==> config.mk <==
export PLATFORM = sky130hd
export DESIGN_NAME = bridge_pulse_gen_flat
export DESIGN_NICKNAME = d
export VERILOG_FILES = /design/src/rtl/bridge_pulse_gen_if.sv /design/src/rtl/bridge_pulse_gen.sv /design/src/flat_wrapper.sv
export SDC_FILE = /design/constraint.sdc
export NUM_CORES = 1
export LEC_CHECK = 0
export CORE_ASPECT_RATIO = 1.4
export CORE_MARGIN = 3
export CORE_UTILIZATION = 42
export DETAILED_ROUTE_END_ITERATION = 8
export GPL_TIMING_DRIVEN = 0
export SLEW_MARGIN = 30
export SYNTH_ARGS = -nofsm -noshare
export SYNTH_HDL_FRONTEND = slang
export SYNTH_SLANG_ARGS = --single-unit
==> constraint.sdc <==
create_clock -name clk -period 2.9 [get_ports clk]
set_clock_uncertainty 0.1 [all_clocks]
set_input_delay 0.58 -clock clk [delete_from_list [all_inputs] [get_ports clk]]
set_output_delay 0.58 -clock clk [all_outputs]
set_load 0.02 [all_outputs]
==> src/rtl/bridge_pulse_gen_if.sv <==
// Bridge pulse generator bus: request/config from the controller side,
// bridge drives and status back from the generator.
//   master : drives start/abort/config, observes drives and status
//   slave  : the generator itself
interface bridge_pulse_gen_if #(
  parameter int HP_W  = 16,
  parameter int DT_W  = 8,
  parameter int CNT_W = 8,
  parameter int DMP_W = 16
);
  logic             start;
  logic             abort;
  logic [HP_W-1:0]  half_period;
  logic [DT_W-1:0]  dead_time;
  logic [CNT_W-1:0] cycles;
  logic [DMP_W-1:0] damp_len;
  logic             forward;
  logic             back;
  logic             df;
  logic             busy;
  logic             done;
  logic             err;

  modport master (
    output start, abort, half_period, dead_time, cycles, damp_len,
    input  forward, back, df, busy, done, err
  );

  modport slave (
    input  start, abort, half_period, dead_time, cycles, damp_len,
    output forward, back, df, busy, done, err
  );
endinterface

==> src/rtl/bridge_pulse_gen.sv <==
// Bipolar H-bridge excitation generator: `cycles` pairs of forward/back
// pulses of `half_period` clocks, each followed by `dead_time` all-low
// clocks, then a `damp_len` clock damping pulse and a one-cycle done.
// Ports:
//   clk   : rising-edge system clock
//   rst_n : asynchronous active-low reset
//   bus   : slave side of bridge_pulse_gen_if (start/abort/config in,
//           forward/back/df/busy/done/err out, all registered)
module bridge_pulse_gen #(
  parameter int HP_W  = 16,
  parameter int DT_W  = 8,
  parameter int CNT_W = 8,
  parameter int DMP_W = 16
) (
  input  logic               clk,
  input  logic               rst_n,
  bridge_pulse_gen_if.slave  bus
);

  localparam int PW_A = (HP_W > DT_W) ? HP_W : DT_W;
  localparam int PW   = (PW_A > DMP_W) ? PW_A : DMP_W;

  typedef enum logic [2:0] {
    IDLE, FWD, DEAD1, BACK, DEAD2, DAMP, FIN
  } state_e;

  state_e           state_q, state_d;
  logic [PW-1:0]    cnt_q, cnt_d;
  logic [CNT_W-1:0] cyc_q, cyc_d;
  logic [HP_W-1:0]  hp_q, hp_d;
  logic [DT_W-1:0]  dt_q, dt_d;
  logic [DMP_W-1:0] dmp_q, dmp_d;
  logic             err_d;
  logic             pair_end;

  logic forward_q, back_q, df_q, busy_q, done_q, err_q;

  // Phase counter holds (remaining clocks - 1): loading N-1 gives exactly
  // N clocks, and the largest field value never needs a wider register.
  always_comb begin
    state_d  = state_q;
    cnt_d    = cnt_q;
    cyc_d    = cyc_q;
    hp_d     = hp_q;
    dt_d     = dt_q;
    dmp_d    = dmp_q;
    err_d    = 1'b0;
    pair_end = 1'b0;

    case (state_q)
      IDLE: begin
        if (bus.start) begin
          if (bus.cycles != '0 && bus.half_period != '0) begin
            hp_d    = bus.half_period;
            dt_d    = bus.dead_time;
            dmp_d   = bus.damp_len;
            cyc_d   = bus.cycles;
            cnt_d   = PW'(bus.half_period) - PW'(1);
            state_d = FWD;
          end else begin
            err_d = 1'b1;
          end
        end
      end
      FWD: begin
        if (cnt_q == '0) begin
          if (dt_q != '0) begin
            cnt_d   = PW'(dt_q) - PW'(1);
            state_d = DEAD1;
          end else begin
            cnt_d   = PW'(hp_q) - PW'(1);
            state_d = BACK;
          end
        end else begin
          cnt_d = cnt_q - PW'(1);
        end
      end
      DEAD1: begin
        if (cnt_q == '0) begin
          cnt_d   = PW'(hp_q) - PW'(1);
          state_d = BACK;
        end else begin
          cnt_d = cnt_q - PW'(1);
        end
      end
      BACK: begin
        if (cnt_q == '0) begin
          if (dt_q != '0) begin
            cnt_d   = PW'(dt_q) - PW'(1);
            state_d = DEAD2;
          end else begin
            pair_end = 1'b1;
          end
        end else begin
          cnt_d = cnt_q - PW'(1);
        end
      end
      DEAD2: begin
        if (cnt_q == '0) pair_end = 1'b1;
        else             cnt_d = cnt_q - PW'(1);
      end
      DAMP: begin
        if (cnt_q == '0) state_d = FIN;
        else             cnt_d = cnt_q - PW'(1);
      end
      FIN:     state_d = IDLE;
      default: state_d = IDLE;
    endcase

    // End of a forward+back pair, shared by DEAD2 exit and the
    // zero-dead-time BACK exit.
    if (pair_end) begin
      cyc_d = cyc_q - CNT_W'(1);
      if (cyc_q != CNT_W'(1)) begin
        cnt_d   = PW'(hp_q) - PW'(1);
        state_d = FWD;
      end else if (dmp_q != '0) begin
        cnt_d   = PW'(dmp_q) - PW'(1);
        state_d = DAMP;
      end else begin
        cnt_d   = '0;
        state_d = FIN;
      end
    end

    if (bus.abort && state_q != IDLE) begin
      state_d = IDLE;
      cnt_d   = '0;
      cyc_d   = '0;
    end
  end

  // Outputs are decoded from the next state so they are flops aligned
  // with the state register.
  always_ff @(posedge clk or negedge rst_n) begin
    if (!rst_n) begin
      state_q   <= IDLE;
      cnt_q     <= '0;
      cyc_q     <= '0;
      hp_q      <= '0;
      dt_q      <= '0;
      dmp_q     <= '0;
      forward_q <= 1'b0;
      back_q    <= 1'b0;
      df_q      <= 1'b0;
      busy_q    <= 1'b0;
      done_q    <= 1'b0;
      err_q     <= 1'b0;
    end else begin
      state_q   <= state_d;
      cnt_q     <= cnt_d;
      cyc_q     <= cyc_d;
      hp_q      <= hp_d;
      dt_q      <= dt_d;
      dmp_q     <= dmp_d;
      forward_q <= (state_d == FWD);
      back_q    <= (state_d == BACK);
      df_q      <= (state_d == DAMP);
      busy_q    <= (state_d != IDLE);
      done_q    <= (state_d == FIN);
      err_q     <= err_d;
    end
  end

  assign bus.forward = forward_q;
  assign bus.back    = back_q;
  assign bus.df      = df_q;
  assign bus.busy    = busy_q;
  assign bus.done    = done_q;
  assign bus.err     = err_q;

endmodule

==> src/flat_wrapper.sv <==
// flat-port wrapper written by rule: the top's interface ports become plain ports
module bridge_pulse_gen_flat 
#(
  parameter int HP_W  = 16,
  parameter int DT_W  = 8,
  parameter int CNT_W = 8,
  parameter int DMP_W = 16
)
  (clk, rst_n, bus_start, bus_abort, bus_half_period, bus_dead_time, bus_cycles, bus_damp_len, bus_forward, bus_back, bus_df, bus_busy, bus_done, bus_err);
  bridge_pulse_gen_if #(.HP_W(HP_W), .DT_W(DT_W), .CNT_W(CNT_W), .DMP_W(DMP_W)) bus_i ();
  input  logic clk;
  input  logic rst_n;
  input wire logic [$bits(bus_i.start)-1:0] bus_start;
  input wire logic [$bits(bus_i.abort)-1:0] bus_abort;
  input wire logic [$bits(bus_i.half_period)-1:0] bus_half_period;
  input wire logic [$bits(bus_i.dead_time)-1:0] bus_dead_time;
  input wire logic [$bits(bus_i.cycles)-1:0] bus_cycles;
  input wire logic [$bits(bus_i.damp_len)-1:0] bus_damp_len;
  output wire logic [$bits(bus_i.forward)-1:0] bus_forward;
  output wire logic [$bits(bus_i.back)-1:0] bus_back;
  output wire logic [$bits(bus_i.df)-1:0] bus_df;
  output wire logic [$bits(bus_i.busy)-1:0] bus_busy;
  output wire logic [$bits(bus_i.done)-1:0] bus_done;
  output wire logic [$bits(bus_i.err)-1:0] bus_err;
  assign bus_i.start = bus_start;
  assign bus_i.abort = bus_abort;
  assign bus_i.half_period = bus_half_period;
  assign bus_i.dead_time = bus_dead_time;
  assign bus_i.cycles = bus_cycles;
  assign bus_i.damp_len = bus_damp_len;
  assign bus_forward = bus_i.forward;
  assign bus_back = bus_i.back;
  assign bus_df = bus_i.df;
  assign bus_busy = bus_i.busy;
  assign bus_done = bus_i.done;
  assign bus_err = bus_i.err;
  bridge_pulse_gen #(.HP_W(HP_W), .DT_W(DT_W), .CNT_W(CNT_W), .DMP_W(DMP_W)) u_core (.clk(clk), .rst_n(rst_n), .bus(bus_i));
endmodule
==> flow_metrics.tcl <==
set metrics [dict create \
    grt_pass1_vias 5395 \
    synth_top_area_share 0.3373 \
    power_density_nw_per_um2 1059 \
    worst_pin_slew_ns 0.6534 \
    ant_nets 0 \
    clockBufferDepth 2 \
    cts.htree.levels 3 \
    drv_slew 0 \
    vias 5476 \
    core.rowCount 48 \
    antenna_found_initial 0 \
    fmaxAchievable_mhz 356.8 \
    crit_start "u_core.dt_q[0]" \
    final_core_util 0.5386 \
    die_y_um 140.4 \
    die_x_um 102.0 \
    yosysMostFrequentCell "dfrtp_1" \
    synthToLayoutAreaGrowth_pct 24.24 \
    r2r_start "u_core.dt_q[0]" \
    layout_setup_ws_ns 0.09705 \
    grt_max_degree 40 \
    dp_slack_ns -0.8008 \
    arrival_ns 2.91 \
    track_usage 0.2776 \
    drive_above_1_share 0.1287 \
    synthDistinctLibCells 73 \
    cts-root-buf "clkbuf_16" \
    hold_viol_final 0 \
    yosysWarningCount 0 \
    slew_headroom 0.5604 \
    setup_viol 0 \
    vias_per_cell 6.331 \
    drt_iter0_markers 427 \
    port_buffers 57 \
    numCtsBuffers 9 \
    grt-ovfl-total 0 \
    ys_async_sr_fraction 1.000 \
    cts_sinks 73 \
    gp_congestion 0.9664 \
    tritoncts "built" \
    synth_fp_nets 696 \
    critPathCaptureType "flip-flop" \
    io_pins 58 \
    ys_seq_area_frac 0.3373 \
    clk_latency_ns 0.34 \
    diodes 0 \
    synth_top_area_cell "dfrtp_1" \
    cp.required_ns 3.01 \
    holdBufCountCts 0 \
    drt_wl_total_um 19590 \
    synth-edff-count 0 \
    path_clk_slew_ns 0.06 \
    finalCritPeriodShare 0.9665 \
    path_class "flip-flop to flip-flop" \
    placedCellCount 844 \
    post_drt_wl_per_cell_um 22.65 \
    leakage_nw 2.526 \
    synth_cells 636 \
    dp_hpwl_um 15290 \
    grt_pass1_wl_um 30350 \
    fin_tns_setup_ns 0 \
    ys_top_cells_by_count "dfrtp_1, nand2_1, nor2_1" \
    final_nets 770 \
    synthFlopType "dfrtp_1" \
    netlist_area_um2 5415 \
    finalCriticalPeriod_ns 2.803 \
    dieArea_um2 14310 \
    drc 0 \
    avgSynthCellArea_um2 8.514 \
    fillers 1189 \
    rsz0062_at_grt "yes" \
    first_pass_iters 5 \
    status "finished clean" \
    final_cells 865 \
    crit_fanout 5 \
    ir_worst_vdd_uv 529.6 \
    ys_ff_latch 73 \
    max_cap_viol_count 0 \
    start_util 0.4335 \
    yosys-top-cells-area "dfrtp_1, mux2_1, nand2_1" \
    cp-start-kind "flip-flop" \
    core-area_um2 12490 \
    hp-class "input port to async pin" \
]
registers in the layout, summed over array words and instances, names as in the netlist:
signal              count
u_core.bus.forward      1
u_core.bus.err          1
u_core.bus.busy         1
u_core.state_q          3
u_core.hp_q            16
u_core.bus.done         1
u_core.bus.df           1
u_core.cnt_q           16
u_core.dmp_q           16
u_core.bus.back         1
u_core.dt_q             8
u_core.cyc_q            8
path summary, 6_finish.rpt:
kind | slack, ns | cells after the start | to
worst min-delay path | 0.12 | 1 | u_core.dt_q[7]
worst max-delay path | 0.1 | 9 | u_core.cnt_q[7]
worst min register to register | 0.42 | 1 | u_core.hp_q[15]
worst max register to register | 0.1 | 9 | u_core.cnt_q[7]
min in group clk | 0.42 | 1 | u_core.hp_q[15]
max in group asynchronous | 1.98 | 2 | u_core.hp_q[14]
area by class of cell:
type                    instances  area [µm²]  share of cell area
plain buffers                  35       167.7             0.02492
clock buffers                  10       239.0             0.03552
clock inverters                 6       66.31            0.009857
inverters                      20       75.07             0.01116
multi-input cells             506        3520              0.5232
flip-flops and latches         73        1828              0.2717
well taps                     150       187.7             0.02790
repair buffers                 65       644.4             0.09578
layout by cell type (no fill, tap or decap), drive strengths merged, types with 21 or more instances in the layout:
master / n
nand2: 62
mux2: 36
dfrtp: 73
clkbuf: 35
clkdlybuf4s50: 53
nor3: 29
inv: 21
o21ai: 53
xnor2: 25
nor2: 55
a21oi: 32
xor2: 23
power by group:
part	internal (mW)	switching, mW	leakage [nW]
Clock	0.691	0.457	0.141
Sequential	1.49	0.611	0.902
Combinational	1.55	2.32	1.48
Total	3.73	3.39	2.53
cells by family after synthesis:
kind of cell	after synthesis	share of synthesized area
adders and majority gates	8	0.01849
and+or+nand+nor	238	0.2359
AOI/OAI and AO/OA	176	0.2133
buffers and inverters	57	0.04251
xor gates and xnor gates	48	0.07763
muxes	36	0.07486
DFF	73	0.3373
stage by stage:
step	hold slack, ns	power, mW	area [µm²]
2_1_floorplan	0.1844	4.474	5415
3_3_place_gp	0.4013	5.659	6173
3_5_place_dp	0.4143	5.703	6191
4_1_cts	0.1360	6.939	6609
5_1_grt	0.1530	7.585	6728
6_report	0.1155	7.121	6728
worst max-delay path, cell delays in order (launching register included):
cell	delay (ns)
dfrtp_1	0.42
inv_1	0.09
ha_1	0.22
or4b_1	0.56
nor3_2	0.35
o21ai_1	0.13
nor3_1	0.30
a221oi_1	0.09
nor3_1	0.29
o31ai_1	0.12
what timing repair did:
item | 4_1_cts | 5_1_grt
setup buffers | 4 | 3
hold endpoints to repair | 0 | 0
pin swaps | 3 | 4
resized for setup | 21 | 28
setup endpoints to repair | 65 | 52
layer usage:
metal / up-vias / global-route usage / routed length (µm)
met5: - / 0 / 0
li1: 2527 / - / -
met4: 0 / 0.1334 / 837
met1: 2646 / 0.3593 / 7978
met3: 57 / 0.03488 / 1162
met2: 246 / 0.4529 / 9610
Note: power is estimated with default switching activity, not from simulation.
